==> config.mk <==
export PLATFORM = sky130hd
export DESIGN_NAME = keypad_entry_ctrl
export DESIGN_NICKNAME = d
export VERILOG_FILES = /design/src/rtl/keypad_pkg.sv /design/src/rtl/keypad_entry_ctrl_buffer.sv /design/src/rtl/keypad_entry_ctrl.sv
export SDC_FILE = /design/constraint.sdc
export NUM_CORES = 1
export LEC_CHECK = 0
export CORE_UTILIZATION = 56
export CTS_CLUSTER_SIZE = 20
export DETAILED_ROUTE_END_ITERATION = 16
export PLACE_DENSITY = 0.85
export SYNTH_ARGS = -nofsm -noshare
export SYNTH_HDL_FRONTEND = slang
export SYNTH_SLANG_ARGS = --single-unit
==> constraint.sdc <==
create_clock -name clk -period 4.2 [get_ports clk]
set_input_delay 1.05 -clock clk [delete_from_list [all_inputs] [get_ports clk]]
set_output_delay 1.05 -clock clk [all_outputs]
set_load 0.02 [all_outputs]
==> src/rtl/keypad_pkg.sv <==
// Shared key codes, FSM state type and key classification helpers for the
// keypad entry controller.
package keypad_pkg;

    localparam logic [3:0] KEY_ENTER = 4'hA;
    localparam logic [3:0] KEY_BKSP  = 4'hB;
    localparam logic [3:0] KEY_CLR   = 4'hC;
    localparam logic [3:0] KEY_D     = 4'hD;
    localparam logic [3:0] KEY_STAR  = 4'hE;
    localparam logic [3:0] KEY_HASH  = 4'hF;

    typedef enum logic [1:0] {
        S_A    = 2'd0,
        S_B    = 2'd1,
        S_SEND = 2'd2
    } entry_state_t;

    // Decimal digit keys 0..9
    function automatic logic is_digit(input logic [3:0] key);
        return key <= 4'd9;
    endfunction

    // D, * and # carry no meaning for entry and must not touch the timer
    function automatic logic is_ignored(input logic [3:0] key);
        return key >= KEY_D;
    endfunction

endpackage

==> src/rtl/keypad_entry_ctrl_buffer.sv <==
// BCD entry buffer: digit 0 lives in the LSBs, new digits shift in from the
// bottom, backspace shifts out of the bottom. Clear has priority.
module entry_digit_buffer #(
    parameter int MAX_DIGITS = 3
) (
    input  logic                    clk,
    input  logic                    rst_n,
    input  logic                    push,
    input  logic                    pop,
    input  logic                    clr,
    input  logic [3:0]              digit,
    output logic [4*MAX_DIGITS-1:0] bcd,
    output logic [2:0]              cnt,
    output logic                    full
);

    localparam int BW = 4 * MAX_DIGITS;

    assign full = (cnt == 3'(MAX_DIGITS));

    // Buffer contents and digit count; a push into a full buffer is dropped
    always_ff @(posedge clk or negedge rst_n) begin
        if (!rst_n) begin
            bcd <= '0;
            cnt <= '0;
        end else if (clr) begin
            bcd <= '0;
            cnt <= '0;
        end else if (push && !full) begin
            bcd <= (bcd << 4) | BW'(digit);
            cnt <= cnt + 3'd1;
        end else if (pop && cnt != 3'd0) begin
            bcd <= bcd >> 4;
            cnt <= cnt - 3'd1;
        end
    end

endmodule

==> src/rtl/keypad_entry_ctrl.sv <==
// Keypad entry sequencer: collects operand A then operand B as decimal
// digits, converts to binary on commit and hands both operands downstream
// over valid/ready. Stale partial entries are aborted after an idle timeout.
module keypad_entry_ctrl
    import keypad_pkg::*;
#(
    parameter int MAX_DIGITS     = 3,
    parameter int BIN_W          = 10,
    parameter int TIMEOUT_CYCLES = 27_000_000
) (
    input  logic                    clk,
    input  logic                    rst_n,
    input  logic [3:0]              key_value,
    input  logic                    key_valid,
    output logic [BIN_W-1:0]        op_a,
    output logic [BIN_W-1:0]        op_b,
    output logic                    op_valid,
    input  logic                    op_ready,
    output logic [4*MAX_DIGITS-1:0] disp_bcd,
    output logic [2:0]              disp_cnt,
    output logic                    entering_b,
    output logic                    overflow,
    output logic                    timeout
);

    localparam int TW = (TIMEOUT_CYCLES > 1) ? $clog2(TIMEOUT_CYCLES) : 1;
    localparam logic [TW-1:0] T_LAST = TW'(TIMEOUT_CYCLES - 1);

    entry_state_t            state;
    logic [TW-1:0]           timer;
    logic [4*MAX_DIGITS-1:0] buf_bcd;
    logic [2:0]              buf_cnt;
    logic                    buf_full;
    logic [BIN_W-1:0]        bin_val;

    logic key_act, kv_digit, kv_enter, kv_bksp, kv_clr;
    logic counting, expire;
    logic buf_push, buf_pop, buf_clr;

    // Key decode: keys are dropped entirely while the handshake is pending
    always_comb begin
        key_act  = key_valid && (state != S_SEND) && !is_ignored(key_value);
        kv_digit = key_act && is_digit(key_value);
        kv_enter = key_act && (key_value == KEY_ENTER);
        kv_bksp  = key_act && (key_value == KEY_BKSP);
        kv_clr   = key_act && (key_value == KEY_CLR);
        counting = ((state == S_A) && (buf_cnt != 3'd0)) || (state == S_B);
        // A key on the expiring cycle takes precedence over the abort
        expire   = counting && (timer == T_LAST) && !key_act;
        buf_push = kv_digit;
        buf_pop  = kv_bksp;
        buf_clr  = kv_enter || kv_clr || expire;
    end

    entry_digit_buffer #(
        .MAX_DIGITS (MAX_DIGITS)
    ) u_buf (
        .clk   (clk),
        .rst_n (rst_n),
        .push  (buf_push),
        .pop   (buf_pop),
        .clr   (buf_clr),
        .digit (key_value),
        .bcd   (buf_bcd),
        .cnt   (buf_cnt),
        .full  (buf_full)
    );

    // Horner evaluation of the BCD buffer, most significant digit first
    always_comb begin
        bin_val = '0;
        for (int i = 0; i < MAX_DIGITS; i++) begin
            bin_val = BIN_W'(bin_val * BIN_W'(10))
                    + BIN_W'(buf_bcd[4*(MAX_DIGITS-1-i) +: 4]);
        end
    end

    // Entry FSM with operand registers, handshake, pulses and idle timer
    always_ff @(posedge clk or negedge rst_n) begin
        if (!rst_n) begin
            state    <= S_A;
            op_a     <= '0;
            op_b     <= '0;
            op_valid <= 1'b0;
            overflow <= 1'b0;
            timeout  <= 1'b0;
            timer    <= '0;
        end else begin
            overflow <= kv_digit && buf_full;
            timeout  <= expire;

            if (key_act)
                timer <= '0;
            else if (counting && !expire)
                timer <= timer + TW'(1);
            else
                timer <= '0;

            case (state)
                S_A: begin
                    if (kv_enter) begin
                        op_a  <= bin_val;
                        state <= S_B;
                    end
                end
                S_B: begin
                    if (kv_enter) begin
                        op_b     <= bin_val;
                        op_valid <= 1'b1;
                        state    <= S_SEND;
                    end else if (kv_clr && buf_cnt == 3'd0) begin
                        state <= S_A;
                    end else if (expire) begin
                        state <= S_A;
                    end
                end
                S_SEND: begin
                    if (op_ready) begin
                        op_valid <= 1'b0;
                        state    <= S_A;
                    end
                end
                default: state <= S_A;
            endcase
        end
    end

    assign disp_bcd   = buf_bcd;
    assign disp_cnt   = buf_cnt;
    assign entering_b = (state == S_B);

endmodule

==> results of run 1 <==
==> layer usage <==
layer / wire (um) / part of all wire [%] / track usage, %
met5: 0 / 0 / 0
met4: 140 / 1.9 / 8.464
met3: 212 / 2.8 / 5.268
met2: 3799 / 51 / 40.16
met1: 3287 / 44 / 27.82
==> power by group <==
group / internal, uW / switching (uW) / leakage [uW] / total [uW]
clock network: 455 / 254 / 0.000130 / 709
logic: 1010 / 1180 / 0.00104 / 2190
registers: 786 / 170 / 0.000862 / 956
total: 2250 / 1600 / 0.00204 / 3850
==> registers in the layout, summed over array words and instances, names as in the netlist <==
| register | count |
|---|---|
| op_b | 10 |
| overflow | 1 |
| state | 2 |
| u_buf.bcd | 12 |
| timer | 25 |
| u_buf.cnt | 3 |
| op_valid | 1 |
| timeout | 1 |
| op_a | 10 |
==> cell families (layout without fill, tap and decap cells) <==
group / after synthesis / after routing
XOR/XNOR: 40 / 40
AND/OR/NAND/NOR: 117 / 117
adder cells (fa/ha/maj): 27 / 27
flip-flops: 65 / 65
multiplexers: 20 / 20
AO/OA/AOI/OAI: 49 / 49
buffers and inverters: 31 / 83
==> how the worst max path moves through the flow <==
| stage | startpoint | endpoint | slack, ns |
|---|---|---|---|
| floorplan | u_buf.bcd[11]$_DFFE_PN0P_ | op_b[9]$_DFFE_PN0P_ | 0.39 |
| CTS | u_buf.bcd[11]$_DFFE_PN0P_ | op_b[9]$_DFFE_PN0P_ | 0.18 |
| detailed placement | u_buf.bcd[11]$_DFFE_PN0P_ | op_b[9]$_DFFE_PN0P_ | 0.24 |
| global route | u_buf.bcd[11]$_DFFE_PN0P_ | op_b[9]$_DFFE_PN0P_ | 0.09 |
| finish | u_buf.bcd[11]$_DFFE_PN0P_ | op_b[9]$_DFFE_PN0P_ | 0.29 |
| global placement | u_buf.bcd[11]$_DFFE_PN0P_ | op_b[9]$_DFFE_PN0P_ | 0.40 |
==> what timing repair did <==
action | 4_1_cts | 5_1_grt
hold endpoints to repair | 0 | 0
gates resized for setup | 0 | 1
setup endpoints to repair | 0 | 2
==> layout by cell type, fill, tap and decap left out, types with 2 or more instances in the layout <==
cell and count:
nand4_1 7, nand3_1 10, nor4b_1 2, o21ai_0 8
ha_1 22, and2_1 4, nand2b_1 3, mux2_2 18
dfrtp_1 65, fa_1 5, xnor2_1 20, xor2_1 19
and3_1 4, nor2b_1 3, clkdlybuf4s50_1 45, a21o_1 11
a21oi_1 9, buf_4 3, and4_1 2, a22o_1 10
nand2_1 18, a211oi_1 2, inv_1 18, nor3_1 4
bufinv_16 4, nand3b_1 2, clkbuf_8 9, nor2_1 45
==> through the flow <==
| stage | utilization, % | setup WS (ns) | area (um^2) | power, uW | hold slack (ns) |
|---|---|---|---|---|---|
| finish | 70.09 | 0.2926 | 4451 | 3851 | 0.4534 |
| global route | 70.09 | 0.08663 | 4451 | 4147 | 0.4754 |
| CTS | 70.01 | 0.1772 | 4446 | 3870 | 0.4560 |
| detailed placement | 65.83 | 0.2428 | 4180 | 3135 | 0.4463 |
| global placement | 65.83 | 0.3959 | 4180 | 3058 | 0.4365 |
| floorplan | - | 0.3919 | 3687 | 2482 | 0.4245 |
==> cell type report <==
type / count / area, um^2
Timing Repair Buffer: 49 / 478.0
Inverter: 18 / 67.56
Multi-Input combinational cell: 253 / 1917
Clock inverter: 7 / 141.4
Tap cell: 77 / 96.34
Sequential cell: 65 / 1627
Clock buffer: 9 / 123.9
Fill cell: 475 / 1899
==> worst register-to-register path, stage by stage (launching register included) <==
cell,delay [ns]
dfrtp_1,0.47
ha_1,0.32
ha_1,0.22
inv_1,0.07
fa_1,0.46
nor3b_2,0.29
xnor2_1,0.17
ha_1,0.26
ha_1,0.33
nor2_1,0.06
a21oi_1,0.17
xor2_1,0.23
nand3_1,0.09
xnor3_1,0.38
mux2_2,0.27
==> run metrics, run 1 <==
# DRC=0; CP Launch Type=flip-flop; Worst setup EP type=flip-flop; initial antenna violation count=0; Setup TNS Final=0 ns; Worst R2R Path Depth=14; top-count cell post-synth=dfrtp_1; post-synthesis sequential area ratio=44.11%; Num Clock Sinks=65; Crit path arrival time=roughly 4.1 ns; Post CTS Setup Buffer Count=0; DIE HEIGHT=between 80 and 90 um; Slew @ Worst Pin=0.9255 ns; adder-cell share of the synthesized area=slightly above 10%; #FFs+latches synth=65; post-synth cell types=53; Final Hold Vio Count=0; wire per inst=~16 um; DIE AREA=0.006913 mm^2; yosys warns=0; DR iter-0 viols=around 120; Clock Tree Buf Depth=2; gr usage total=23.02%; routed vias=2741; async set-or-reset flop fraction in the synthesized netlist=100.0%; critical path peak fanout=7; core area=0.006350 mm^2; fraction of layout cells with a size suffix above 1=11.72%; clock latency on the worst-skew pair=0.35 ns; CP Class=reg -> reg; placed cells=462; gate family responsible for the most delay along the worst path=adder cells; Ports=47; reg-to-reg startpoint=u_buf.bcd[11]$_DFFE_PN0P_; # rows=29; global-route wire length before repair=12500 um; Nets=around 430; Setup Skew=0.01305 ns; commonest cells in the netlist=dfrtp_1 (65), nor2_1 (45), ha_1 (22), xnor2_1 (20), xor2_1 (19); CTS Buf Count=9; die width=83.15 um; f_max=roughly 260 MHz; final period utilization=93.03%; hold path startpoint=timer[0]$_DFF_PN0_; WP data required=4.43 ns; largest net degree at the start of global routing=44; pwr dens=around 870 mW/mm^2; CTS tree=yes; Detailed Routing Iterations Pass 1=4; clock-pin transition on the worst setup and hold timing paths=0.08 ns; top post-synthesis cells by area=dfrtp_1 (44%), ha_1 (7.5%), mux2_2 (5.5%); Mapped Cells=349; Buf+Inv Stages, Crit Path=1; Levels on crit path=14; share of Yosys cell area claimed by the top area cell type=between 40% and 50%; flop2flop setup slack=0.29 ns; Hold Buf Count CTS=0; routed wire length=7440 um; Final Non-Filler Cells=roughly 480; most frequent CP cell=ha_1; static leakage=between 0.002 and 0.0025 uW; hold depth=1; syn avg cell area=approximately 11 um^2; DP HPWL=between 5000 and 6000 um; vias in the first global route=2750; Max VDD drop=approximately 0.70 mV; worst flop-to-flop path endpoint=op_b[9]$_DFFE_PN0P_; Post-synth EDFFs=0; Pins Over Slew Limit=0; Hold Path End=timer[0]$_DFF_PN0_; slowest stage cell, crit path=dfrtp_1; PortBufs=46; number of inserted diodes=0; critical path cell sequence=ha_1 > ha_1 > inv_1 > fa_1 > nor3b_2 > xnor2_1 > ha_1 > ha_1 > nor2_1 > a21oi_1 > xor2_1 > nand3_1 > xnor3_1 > mux2_2; Starting Density=58.07%; Synth area leader=dfrtp_1; total grt overflow=0; syn_nets=384; max cap viols=0; GPL Wtd Cong=0.8745; Synth Area in Simple Gates=approximately 16%; outcome=complete, no violations; final setup violation count=0; crit-path max cell delay=0.47 ns; root buffer cell=clkbuf_8; mux contribution to synthesized area=6.379%; Synth Cell Area=0.003687 mm^2; area growth from synthesis to layout=20.70%; Min Clock Period, post-route=3.907 ns; Hold Crit Class=reg -> reg; RSZ-0062 raised after global routing=no; Primary FF master, synth=dfrtp_1; Compound-Gate Fraction of Synth Area=9.298%; largest family of logic cells by synthesized area=simple AND/OR/NAND/NOR gates; vias per cell=5.734; XOR/XNOR Fraction of Synth Area=about a tenth; Max H-tree Level=3; number of routed nets with antenna violations=0; Max-slew headroom=38.30%
Note: power is estimated with default switching activity, not from simulation.
==> inputs of run 2 (changes only) <==
--- a/config.mk
+++ b/config.mk
@@ -5,7 +5,8 @@
 export SDC_FILE = /design/constraint.sdc
 export NUM_CORES = 1
 export LEC_CHECK = 0
-export CORE_UTILIZATION = 56
+export ABC_AREA = 1
+export CORE_UTILIZATION = 57
 export CTS_CLUSTER_SIZE = 20
 export DETAILED_ROUTE_END_ITERATION = 16
 export PLACE_DENSITY = 0.85
==> run metrics, run 2 <==
clock-pin transition on the worst setup and hold timing paths=0.07 ns (about the same); core area=0.006907 mm^2 (+8.8%); final setup violation count=0 (unchanged); RSZ-0062 raised after global routing=no; most frequent cells in the layout=nand2_1 (165), inv_1 (68), dfrtp_1 (65); number of inserted diodes=0 (unchanged); fraction of layout cells with a size suffix above 1=6.780% (-4.9 points); Pwr Total=3241 uW (-16%); fin area=0.004845 mm^2 (+8.9%); Mapped Cells=536 (+54%); post-synthesis sequential area ratio=39.32% (-4.8 points); root buffer cell=clkbuf_8; syn_nets=571 (+49%); hold depth=1 (unchanged); CP Launch Type=flip-flop; syn avg cell area=7.717 um^2 (-27%); Detailed Routing Iterations Pass 1=5 (+1); Worst Setup EP=op_b[9]$_DFFE_PN0P_; CTS tree=yes; fillcell total=576 (+21%); GPL Wtd Cong=1.039 (+19%); Starting Density=59.89% (+1.8 points); pwr dens=669.0 mW/mm^2 (-23%); outcome=complete, no violations; DIE AREA=0.007601 mm^2 (+10%); top-count cell post-synth=nand2_1; flop2flop setup slack=0.50 ns (+0.21 ns); Crit path arrival time=3.93 ns (-0.21 ns); share of Yosys cell area claimed by the top area cell type=39.32% (-4.8 points); Ports=47 (unchanged); Worst setup EP type=flip-flop; Hold Buf Count CTS=0 (unchanged); max cap viols=0 (unchanged); total grt overflow=0 (unchanged); async set-or-reset flop fraction in the synthesized netlist=100.0% (unchanged); Max-slew headroom=48.73% (+10 points); PortBufs=46 (unchanged); largest net degree at the start of global routing=37 (-16%); CTS Buf Count=9 (unchanged); Nets=621 (+44%); area growth from synthesis to layout=17.12%; number of routed nets with antenna violations=0 (unchanged); Max VDD drop=0.4083 mV (-41%); Synth area leader=dfrtp_1; DP HPWL=6792 um (+26%); #FFs+latches synth=65 (unchanged); pre-CTS WS=0.5622 ns (+0.3194 ns); top post-synthesis cells by area=dfrtp_1 (39%), nand2_1 (15%), ha_1 (6.7%); yosys warns=0 (unchanged); Post-synth EDFFs=0 (unchanged); DR iter-0 viols=371 (+200%); worst flop-to-flop path endpoint=op_b[9]$_DFFE_PN0P_; reg-to-reg startpoint=u_buf.bcd[9]$_DFFE_PN0P_; routed wire length=9039 um (+21%); clock latency on the worst-skew pair=0.34 ns (about the same); post-synth cell types=36 (-32%); global-route wire length before repair=15400 um (+23%); wire per inst=13.18 um (-15%); Slew @ Worst Pin=0.7690 ns (-0.1565 ns); Min Clock Period, post-route=3.696 ns (-0.2115 ns); initial antenna violation count=0 (unchanged); vias in the first global route=3300 (+20%); final period utilization=88.00% (-5.0 points); f_max=270.6 MHz (+5.7%); Final Hold Vio Count=0 (unchanged); DIE HEIGHT=87.19 um (+4.9%); Pins Over Slew Limit=0 (unchanged); DP Area=0.004649 mm^2 (+11%); # DRC=0 (unchanged); static leakage=0.002382 uW (+17%); # rows=30 (+3.4%); Setup TNS Final=0 ns (unchanged); Hold Crit Class=reg -> reg; die width=87.19 um (+4.9%); CP Class=reg -> reg; Reg with most FFs=timer; Num Clock Sinks=65 (unchanged); max FFs per register=25 (unchanged); most common cell after layout, fill and taps aside=nand2_1; final core utilization=70.14% (about the same); Primary FF master, synth=dfrtp_1; Setup Skew=0.007980 ns (-0.005075 ns); vias per cell=5.375 (-6.3%); routed vias=3687 (+35%); Max H-tree Level=3 (unchanged); Critical path origin=u_buf.bcd[9]$_DFFE_PN0P_; gr usage total=26.23% (+3.2 points); Post CTS Setup Buffer Count=0 (unchanged); critical path peak fanout=5 (-2); commonest cells in the netlist=nand2_1 (165), inv_1 (68), dfrtp_1 (65), nor2_1 (48), nand3_1 (43); PostCTS Resize Cnt=0 (unchanged); Worst R2R Path Depth=18 (+4); Synth Cell Area=0.004136 mm^2 (+12%); final worst slack=0.5041 ns (+0.2115 ns); largest registers=timer (25), u_buf.bcd (12); WP data required=4.43 ns (about the same); Clock Tree Buf Depth=2 (unchanged)
[run 2: worst max-delay path, cell delays in order, from the launching register on]
cell	delay [ns]
dfrtp_1	0.43
ha_1	0.31
ha_1	0.21
inv_1	0.07
fa_1	0.44
nor2_1	0.23
nand3_1	0.11
nand2_1	0.08
inv_1	0.04
ha_1	0.30
ha_1	0.36
a21oi_1	0.19
nand2_1	0.11
xor2_1	0.28
nand2_1	0.09
nand2_1	0.09
nand3_1	0.11
nand3_1	0.10
nand2_1	0.06
[run 2: area by class of cell]
type | instances | area [um^2] | share of cell area (%)
Multi-Input combinational cell | 392 | 2170 | 44.78
Inverter | 70 | 262.8 | 5.424
Sequential cell | 65 | 1627 | 33.57
Tap cell | 96 | 120.1 | 2.479
Clock buffer | 12 | 155.1 | 3.202
Timing Repair Buffer | 48 | 470.5 | 9.711
Clock inverter | 3 | 40.04 | 0.8264
[run 2: how the worst min path moves through the flow]
| stage | from | endpoint | slack, ns |
|---|---|---|---|
| CTS | timer[0]$_DFF_PN0_ | timer[0]$_DFF_PN0_ | 0.47 |
| global placement | op_a[3]$_DFFE_PN0P_ | op_a[3]$_DFFE_PN0P_ | 0.45 |
| floorplan | timer[0]$_DFF_PN0_ | timer[0]$_DFF_PN0_ | 0.43 |
| detailed placement | timer[0]$_DFF_PN0_ | timer[0]$_DFF_PN0_ | 0.46 |
| finish | timer[0]$_DFF_PN0_ | timer[0]$_DFF_PN0_ | 0.46 |
| global route | timer[0]$_DFF_PN0_ | timer[0]$_DFF_PN0_ | 0.48 |
[run 2: logic make-up after synthesis]
logic type / count (synthesis) / share of synthesized area, %
flops: 65 / 39.32
simple gates: 310 / 33.24
buf+inv: 79 / 8.228
fa+ha+maj: 27 / 9.074
compound gates: 31 / 5.051
xor+xnor: 24 / 5.082
[run 2: per-layer routing]
metal	global-route usage, %	up-vias	share of wire [%]	wire, um
li1	-	1812	-	-
met3	4.171	26	7.0	637
met5	0	-	0	0
met4	9.687	0	1.8	165
met2	39.73	158	44	3991
met1	38.09	1691	47	4243
[run 2: per-stage QoR]
step,hold slack [ns],instances
after floorplan,0.4329,536
after global placement,0.4533,671
after detailed placement,0.4567,671
after CTS,0.4660,686
after global routing,0.4831,686
final,0.4610,686
[run 2: report_power, final]
group	internal [uW]	total, uW	switching [uW]
registers	778	924	145
logic	733	1790	1050
clock network	302	532	230
